--- src/rtl/stack_seq_pkg.sv ---
// Shared encodings for the stack sequencer: command codes, FSM states and depth limit.
package stack_seq_pkg;

    localparam logic [7:0] DEPTH_MAX = 8'd255;

    typedef enum logic [2:0] {
        CMD_PUSH8  = 3'b000,
        CMD_POP8   = 3'b001,
        CMD_PUSH16 = 3'b010,
        CMD_POP16  = 3'b011,
        CMD_LOAD   = 3'b100
    } cmd_e;

    typedef enum logic [2:0] {
        ST_IDLE = 3'd0,
        ST_DEC  = 3'd1,
        ST_WR   = 3'd2,
        ST_RD   = 3'd3,
        ST_INC  = 3'd4,
        ST_LD   = 3'd5
    } state_e;

    // Number of bytes moved by a push/pop command; zero for anything else.
    function automatic logic [1:0] cmd_bytes(input logic [2:0] cmd);
        logic [1:0] nbytes;
        case (cmd)
            CMD_PUSH8, CMD_POP8:   nbytes = 2'd1;
            CMD_PUSH16, CMD_POP16: nbytes = 2'd2;
            default:               nbytes = 2'd0;
        endcase
        return nbytes;
    endfunction

    function automatic logic cmd_is_push(input logic [2:0] cmd);
        return (cmd == CMD_PUSH8) || (cmd == CMD_PUSH16);
    endfunction

    function automatic logic cmd_is_pop(input logic [2:0] cmd);
        return (cmd == CMD_POP8) || (cmd == CMD_POP16);
    endfunction

endpackage

--- src/rtl/stack_depth_counter.sv ---
// Byte-depth up/down counter with a combinational check of whether a requested
// push or pop of 1-2 bytes would stay inside 0..DEPTH_MAX.
module stack_depth_counter
    import stack_seq_pkg::*;
(
    input  logic       clk,
    input  logic       reset,
    input  logic       count_up,
    input  logic       count_down,
    input  logic       clear,
    input  logic       check_push,
    input  logic [1:0] check_bytes,
    output logic [7:0] depth,
    output logic       check_ok
);

    logic [7:0] depth_q;
    logic [7:0] depth_d;
    logic [8:0] push_sum;

    always_comb begin
        depth_d = depth_q;
        if (clear) begin
            depth_d = 8'd0;
        end else if (count_up) begin
            depth_d = depth_q + 8'd1;
        end else if (count_down) begin
            depth_d = depth_q - 8'd1;
        end
    end

    // The sum is one bit wider so that 254 + 2 is seen as overflow, not as 0.
    always_comb begin
        push_sum = {1'b0, depth_q} + {7'b0, check_bytes};
        if (check_push) begin
            check_ok = (push_sum <= {1'b0, DEPTH_MAX});
        end else begin
            check_ok = (depth_q >= {6'b0, check_bytes});
        end
    end

    always_ff @(posedge clk) begin
        if (reset) begin
            depth_q <= 8'd0;
        end else begin
            depth_q <= depth_d;
        end
    end

    assign depth = depth_q;

endmodule

--- src/rtl/stack_sequencer.sv ---
// Stack-pointer/memory strobe sequencer: turns PUSH/POP/LOAD commands into
// one-cycle-per-step strobe sequences, with all outputs registered.
module stack_sequencer
    import stack_seq_pkg::*;
(
    input  logic       clk,
    input  logic       reset,
    input  logic       start,
    input  logic [2:0] cmd,
    output logic       busy,
    output logic       done,
    output logic       err,
    output logic       sp_outn,
    output logic       sp_loadn,
    output logic       sp_cupn,
    output logic       sp_cdownn,
    output logic       mem_oen,
    output logic       mem_wen,
    output logic       byte_sel,
    output logic [7:0] depth
);

    state_e state_q, state_d;
    logic   second_q, second_d;
    logic   is16_q, is16_d;
    logic   busy_q, busy_d;
    logic   done_q, done_d;
    logic   err_q, err_d;
    logic   byte_sel_q, byte_sel_d;
    logic   sp_outn_q, sp_outn_d;
    logic   sp_loadn_q, sp_loadn_d;
    logic   sp_cupn_q, sp_cupn_d;
    logic   sp_cdownn_q, sp_cdownn_d;
    logic   mem_oen_q, mem_oen_d;
    logic   mem_wen_q, mem_wen_d;

    logic   check_ok;
    logic   check_push;
    logic   [1:0] check_bytes;

    assign check_push  = cmd_is_push(cmd);
    assign check_bytes = cmd_bytes(cmd);

    // Depth moves on the edge that ends each DEC/INC, and clears as LD ends.
    stack_depth_counter u_depth (
        .clk         (clk),
        .reset       (reset),
        .count_up    (state_q == ST_DEC),
        .count_down  (state_q == ST_INC),
        .clear       (state_q == ST_LD),
        .check_push  (check_push),
        .check_bytes (check_bytes),
        .depth       (depth),
        .check_ok    (check_ok)
    );

    always_comb begin
        state_d  = state_q;
        second_d = second_q;
        is16_d   = is16_q;
        err_d    = err_q;
        done_d   = 1'b0;

        case (state_q)
            ST_IDLE: begin
                if (start) begin
                    second_d = 1'b0;
                    is16_d   = cmd[1];
                    if (cmd == CMD_LOAD) begin
                        state_d = ST_LD;
                    end else if (cmd_is_push(cmd) && check_ok) begin
                        state_d = ST_DEC;
                    end else if (cmd_is_pop(cmd) && check_ok) begin
                        state_d = ST_RD;
                    end else begin
                        done_d = 1'b1;
                        err_d  = 1'b1;
                    end
                end
            end
            ST_DEC: state_d = ST_WR;
            ST_WR: begin
                if (is16_q && !second_q) begin
                    state_d  = ST_DEC;
                    second_d = 1'b1;
                end else begin
                    state_d = ST_IDLE;
                    done_d  = 1'b1;
                end
            end
            ST_RD: state_d = ST_INC;
            ST_INC: begin
                if (is16_q && !second_q) begin
                    state_d  = ST_RD;
                    second_d = 1'b1;
                end else begin
                    state_d = ST_IDLE;
                    done_d  = 1'b1;
                end
            end
            ST_LD: begin
                state_d = ST_IDLE;
                done_d  = 1'b1;
                err_d   = 1'b0;
            end
            default: state_d = ST_IDLE;
        endcase

        // Push writes high byte first so the low byte lands at the lower address;
        // pop reads low byte first from the top of the stack.
        byte_sel_d = 1'b0;
        if (state_d == ST_WR) begin
            byte_sel_d = is16_d && !second_d;
        end else if (state_d == ST_RD) begin
            byte_sel_d = second_d;
        end

        busy_d      = (state_d != ST_IDLE);
        sp_cdownn_d = (state_d != ST_DEC);
        sp_cupn_d   = (state_d != ST_INC);
        sp_loadn_d  = (state_d != ST_LD);
        sp_outn_d   = !((state_d == ST_WR) || (state_d == ST_RD));
        mem_wen_d   = (state_d != ST_WR);
        mem_oen_d   = (state_d != ST_RD);
    end

    always_ff @(posedge clk) begin
        if (reset) begin
            state_q     <= ST_IDLE;
            second_q    <= 1'b0;
            is16_q      <= 1'b0;
            busy_q      <= 1'b0;
            done_q      <= 1'b0;
            err_q       <= 1'b0;
            byte_sel_q  <= 1'b0;
            sp_outn_q   <= 1'b1;
            sp_loadn_q  <= 1'b1;
            sp_cupn_q   <= 1'b1;
            sp_cdownn_q <= 1'b1;
            mem_oen_q   <= 1'b1;
            mem_wen_q   <= 1'b1;
        end else begin
            state_q     <= state_d;
            second_q    <= second_d;
            is16_q      <= is16_d;
            busy_q      <= busy_d;
            done_q      <= done_d;
            err_q       <= err_d;
            byte_sel_q  <= byte_sel_d;
            sp_outn_q   <= sp_outn_d;
            sp_loadn_q  <= sp_loadn_d;
            sp_cupn_q   <= sp_cupn_d;
            sp_cdownn_q <= sp_cdownn_d;
            mem_oen_q   <= mem_oen_d;
            mem_wen_q   <= mem_wen_d;
        end
    end

    assign busy      = busy_q;
    assign done      = done_q;
    assign err       = err_q;
    assign byte_sel  = byte_sel_q;
    assign sp_outn   = sp_outn_q;
    assign sp_loadn  = sp_loadn_q;
    assign sp_cupn   = sp_cupn_q;
    assign sp_cdownn = sp_cdownn_q;
    assign mem_oen   = mem_oen_q;
    assign mem_wen   = mem_wen_q;

endmodule

--- config.mk ---
export PLATFORM = sky130hd
export DESIGN_NAME = stack_sequencer
export DESIGN_NICKNAME = d
export VERILOG_FILES = /design/src/rtl/stack_seq_pkg.sv /design/src/rtl/stack_depth_counter.sv /design/src/rtl/stack_sequencer.sv
export SDC_FILE = /design/constraint.sdc
export NUM_CORES = 1
export LEC_CHECK = 0
export CORE_ASPECT_RATIO = 0.7
export CORE_MARGIN = 2
export CORE_UTILIZATION = 35
export CTS_BUF_LIST = sky130_fd_sc_hd__clkbuf_16
export DETAILED_ROUTE_END_ITERATION = 12
export HOLD_SLACK_MARGIN = 0.12
export SYNTH_ARGS = -nofsm -noshare
export SYNTH_HDL_FRONTEND = slang
export SYNTH_HIERARCHICAL = 1
export SYNTH_SLANG_ARGS = --single-unit
--- constraint.sdc ---
create_clock -name clk -period 2.75 [get_ports clk]
set_clock_uncertainty 0.15 [all_clocks]
set_input_delay 0.4125 -clock clk [delete_from_list [all_inputs] [get_ports clk]]
set_output_delay 0.4125 -clock clk [all_outputs]
set_load 0.01 [all_outputs]
## Word level (Yosys, flattened, before mapping)

Index checks and enable logic that the tools add are counted.

- Add/sub/neg operators: 3
- Magnitude comparators: 2
- Eq/ne operators: 20
- Multiplexer cells: 29
- Reductions and logical operators: 20

Operator list:

| operator | number |
|---|---|
| $eq 3x2->1 const B | 6 |
| $mux 1 | 17 |
| $mux 8 | 2 |
| $pmux 3 s5 | 1 |
| $mux 3 | 4 |
| $add 8x2->9 | 1 |
| $eq 3x3->1 const B | 3 |
| $le 9x8->1 const B | 1 |
| $add 8x1->8 const B | 1 |
| $ge 8x2->1 | 1 |
| $ne 2x2->1 const B | 4 |
| $reduce_or 2->1 | 4 |
| $sub 8x1->8 const B | 1 |
| $eq 3x1->1 const B | 2 |
| $logic_not 3->1 | 2 |
| $ne 3x2->1 const B | 2 |
| $ne 3x3->1 const B | 2 |
| $reduce_and 5->1 | 1 |
| $logic_and 1x1->1 | 4 |
| $pmux 1 s2 | 2 |
| $pmux 2 s2 | 1 |
| $reduce_bool 2->1 | 2 |
| $logic_not 1->1 | 3 |
| $logic_or 1x1->1 | 3 |
| 4 further kinds | 4 |

- Flip-flop bits (word level): 23
- Bits of input ports: 6
- Output and inout port bits: 18
- Logic and storage cells: 88

## Longest topological paths before layout

- Depth after elaboration: 15
- Depth in mapped cells: 11
- Depth with buffers taken out: 11

## Cells and area by module

The synthesis kept the hierarchy.

Modules (own cells, without submodules):

| module | times used | cells each | area each (sq um) | seq. area each (sq um) |
|---|---|---|---|---|
| stack_depth_counter | 1 | 77 | 693.2 | 160.2 |
| stack_sequencer | 1 | 75 | 670.6 | 300.3 |

## Least setup slack after synthesis

No wires, ideal clock.

- Path kind: register to register
- From: register state_q[0]
- To: register u_depth.depth_q[6] (netlist: u_depth/depth[6])
- Setup time: 0.062 ns
- Data arrival time: 2.428 ns
- Required time: 2.538 ns
- Path slack: 0.110 ns
- Cell stages (with the launch flop): 9
- Buffers on the path: 0
- Clock period less this slack: 2.640 ns
- Cells stage by stage: dfxtp_1 -> inv_1 -> nor3_1 -> inv_1 -> ha_1 -> a21o_1 -> a211oi_1 -> or4b_1 -> nand3_1

- Longest elaborated chain between the ends: 2
- Elaborated cells on any way between the ends: 6
- Those cells by class: 3 x eq/ne; 1 x mux; 2 x reduce/logical

Ends and longest elaborated chain:

| what | line | source |
|---|---|---|
| from (decl) | stack_sequencer.sv:23 | `state_e state_q, state_d;` |
| from (signal assigned) | stack_sequencer.sv:143 | `state_q <= state_d;` |
| $eq 3x1->1, or another cell as far along | stack_sequencer.sv:48 | `.count_up (state_q == ST_DEC),` |
| $mux 8, or another cell as far along | stack_depth_counter.sv:25 | `end else if (count_up) begin` |
| to (signal assigned) | stack_depth_counter.sv:46 | `depth_q <= depth_d;` |
| to (decl) | stack_depth_counter.sv:17 | `logic [7:0] depth_q;` |

Parallel ways exist; a longest one is shown, timed or not.
A chain may end at the register's enable or synchronous reset.

## Final worst setup path

- From: input port cmd[2]
- To: register mem_oen_q (netlist: mem_oen)

- Longest elaborated chain between the ends: 13
- Elaborated cells on any way between the ends: 22
- Those cells by class: 1 x add/sub; 2 x order compare; 5 x eq/ne; 7 x mux; 7 x reduce/logical

Ends and longest elaborated chain:

| what | line | source |
|---|---|---|
| from (decl) | stack_sequencer.sv:9 | `input logic [2:0] cmd,` |
| $eq 3x2->1, or another cell as far along | stack_seq_pkg.sv:26 | `case (cmd)` |
| $reduce_or 2->1 | stack_seq_pkg.sv:26 |  |
| $pmux 2 s2 (*) | stack_seq_pkg.sv:26 |  |
| net check_bytes[0] | stack_sequencer.sv:39 | `logic [1:0] check_bytes;` |
| $add 8x2->9 | stack_depth_counter.sv:34 | `push_sum = {1'b0, depth_q} + {7'b0, check_bytes};` |
| $le 9x8->1 | stack_depth_counter.sv:36 | `check_ok = (push_sum <= {1'b0, DEPTH_MAX});` |
| $mux 1 (*) | stack_depth_counter.sv:35 | `if (check_push) begin` |
| net check_ok | stack_sequencer.sv:37 | `logic check_ok;` |
| $logic_and 1x1->1 | stack_sequencer.sv:73 | `end else if (cmd_is_pop(cmd) && check_ok) begin` |
| $mux 3 | stack_sequencer.sv:73 |  |
| $mux 3 (*) | stack_sequencer.sv:71 | `end else if (cmd_is_push(cmd) && check_ok) begin` |
| $mux 3 (*) | stack_sequencer.sv:69 | `if (cmd == CMD_LOAD) begin` |
| $mux 3 (*) | stack_sequencer.sv:66 | `if (start) begin` |
| $pmux 3 s5 (*) | stack_sequencer.sv:64 | `case (state_q)` |
| $ne 3x2->1 (*) | stack_sequencer.sv:124 | `mem_oen_d = (state_d != ST_RD);` |
| to (signal assigned) | stack_sequencer.sv:154 | `mem_oen_q <= mem_oen_d;` |
| to (decl) | stack_sequencer.sv:34 | `logic mem_oen_q, mem_oen_d;` |

Mark *: on every way through the listed nets, which the timed path passes. The rest lies on a longest branch.

==> results.toml <==
[outcome]
status = "completed"

[sta]
final_min_period_over_clock_period = 0.960
fin_crit_ns = 2.64
relSlewSlack = 0.653
worst_pin_slew_ns = 0.518
grt_setup_unrepaired = "no"
fmax_ghz = 0.379
setup_viol = 0
final_hold_viol_count = 0
fin_tns_setup_ns = 0
final_max_slew_viol_count = 0

[cells_and_area]
fin_cells = 239
n_antenna_cell = 0
nets = 207
drive_above_1_share = 0.164
synthToLayoutAreaGrowth_pct = 32.6
final_area_um2 = 1810
largest_reg_flops = 8

[place]
place_inst = 234
port_buffers = 23
gp_congestion = 0.836
postPlaceCellArea_um2 = 1720
dp_hpwl_mm = 2.59

[clock_network]
htree_num_levels = 1
cts_tree = "yes"
clk_path_buf_depth = 2
cts_buffers = 3
clk_latency_ns = 0.26
cts-root-buf = "clkbuf_16"
clk_pin_slew_ns = 0.06
clkSinkCount = 23

[yosys]
ys_ff_latch = 23
syn_avg_cell_area_um2 = 8.97
synth_cell_type_count = 44
ys.warnings.count = 6
ys_seq_area_frac = 0.338
synth_edf_count = 0
synthArstFlopShare = 0
syn_nets = 169
synth_ff_type = "dfxtp_1"
syn_inst = 152
netlist_area_um2 = 1360

[setup_path]
crit_top_cell = "nor2_1"
crit_type = "input port to register"
cp-start-kind = "input port"
slowest_stage = "or4_1"
cp_slowest_stage_delay_ns = 0.51
crit_chain = "clkdlybuf4s15_1 > nor2_1 > ha_1 > fa_1 > nand4_1 > nor2_1 > a31oi_1 > nor2b_2 > nand2_1 > o22a_2 > or4_1"
crit_path_max_fanout = 3
required_ns = 2.73
arrival_ns = 2.62
crit_path_end_kind = "register"

[grt]
track_usage = 0.168
grt_max_degree = 14
antenna_found_initial = 0
grt_pass1_wl_mm = 5.82
grt_pass1_vias = 1222
grt_overflow = 0

[power]
irDropWorstVdd_uv = 246
p_per_area_nw_per_um2 = 602
p_leak_uw = 0.000736

[detailed_routing]
wl_per_cell_um = 14.4
final_antenna_net_count = 0
drt-total-wl_mm = 3.43
vias_per_cell = 5.24
firstDrtPassIters = 4
num_vias = 1253
drt-initial-drc-count = 113
drc = 0

[floorplanning]
dieArea_um2 = 4420
core_um2 = 3630
dieHeight_um = 56.2
initial_core_util = 0.376
rows = 18
ioPinCount = 24
die_w_um = 78.6

[worst_hold_path]
hp-class = "register to register"

[run]
max-cap-violations = 0
[path summary, 6_finish.rpt]
kind                                            to                          start  slack [ns]  cells after the start
worst max register to register  mem_oen$_SDFF_PP1_  u_depth/depth[0]$_SDFFE_PP0P_        0.13                      9
worst min-delay path              err$_SDFFE_PP0P_               err$_SDFFE_PP0P_        0.34                      2
worst max-delay path            mem_oen$_SDFF_PP1_                         cmd[2]        0.11                     11
worst min register to register    err$_SDFFE_PP0P_               err$_SDFFE_PP0P_        0.34                      2
[worst max-delay path: cells and delay by family]
family / cells / cell delay, ns
buf+inv: 1 / 0.22
compound gates: 2 / 0.39
fa+ha+maj: 2 / 0.58
simple gates: 6 / 1.02
[routing by layer]
layer,track usage,vias up,part of all wire
li1,-,628,-
met1,0.240,582,0.48
met2,0.242,41,0.43
met3,0.0568,2,0.079
met4,0.0376,0,0.0055
met5,0,-,0
[logic make-up after synthesis]
kind of cell             count (synthesis)  synth area share
AND/OR/NAND/NOR                         55             0.236
flip-flops                              23             0.338
XOR/XNOR                                 6            0.0385
multiplexers                             2            0.0147
AO/OA/AOI/OAI                           41             0.206
adder cells (fa/ha/maj)                 11             0.112
buffers and inverters                   14            0.0550
[power by group]
group | switching, µW | total (µW) | internal [µW] | leakage (µW)
logic | 186 | 375 | 189 | 0.000507
registers | 32.8 | 396 | 364 | 0.000188
clock network | 122 | 318 | 196 | 0.0000409
total | 341 | 1090 | 748 | 0.000736
[through the flow]
step / setup slack (ns) / hold WS [ns] / utilization / power (µW)
after floorplan: 0.110 / 0.359 / - / 633
after global placement: -0.320 / 0.329 / 0.474 / 759
after detailed placement: -0.400 / 0.333 / 0.474 / 767
after CTS: 0.108 / 0.341 / 0.499 / 1090
after global routing: 0.00548 / 0.406 / 0.499 / 1160
final: 0.111 / 0.342 / 0.499 / 1090
[cell type report]
type	instances	area (µm²)
fill	356	1820
multi-input combinational	115	833
sequential	23	460
timing repair buffer	38	338
clock buffer	3	75.1
tap	50	62.6
inverter	9	33.8
clock inverter	1	5.00
[what timing repair did]
action	in CTS	in global routing
setup endpoints to repair	4	5
gates resized for setup	3	4
gates cloned	0	0
hold buffers	0	0
buffers inserted	1	0
[cells in the mapped netlist, types with 2 or more instances]
cell,instances,area share
nand3_1,2,0.0073
nand2_1,11,0.030
a21o_1,2,0.011
xnor2_1,4,0.026
buf_6,3,0.025
xor2_1,2,0.013
a21oi_1,10,0.037
nor3_1,9,0.033
nor4_1,3,0.014
ha_1,9,0.083
nor2b_1,2,0.0092
a31oi_1,2,0.0092
fa_1,2,0.029
nor3b_1,3,0.017
dfxtp_1,23,0.34
clkbuf_1,2,0.0055
o21a_1,2,0.011
a22o_1,3,0.019
nand4_1,2,0.0092
nand2b_1,2,0.0092
o211ai_1,2,0.011
nor2_1,10,0.028
a211oi_1,3,0.017
inv_1,9,0.025
o21ai_0,9,0.033
mux2i_1,2,0.015
or4b_1,2,0.015
[placed cells by master (no fill, tap or decap), types with 2 or more instances in the layout]
cell             synthesis  layout
nor4_1                   3       3
fa_1                     2       2
a31oi_1                  2       2
a21oi_1                 10      10
nand2_1                 11      11
nand4_1                  2       2
xor2_1                   2       2
nor2b_2                  0       2
nor3_1                   9       9
dfxtp_1                 23      23
o21ai_0                  9       9
buf_4                    0      15
xnor2_1                  4       4
a22o_1                   3       3
a211oi_1                 3       3
clkdlybuf4s50_1          0      21
nand2b_1                 2       2
a21o_1                   2       2
clkbuf_16                0       3
nor3b_1                  3       3
nand3_1                  2       2
or4b_1                   2       2
nor2_1                  10      10
o21a_1                   2       2
o211ai_1                 2       2
inv_1                    9       9
mux2i_1                  2       2
ha_1                     9       9
(Power assumes the default switching activity.)
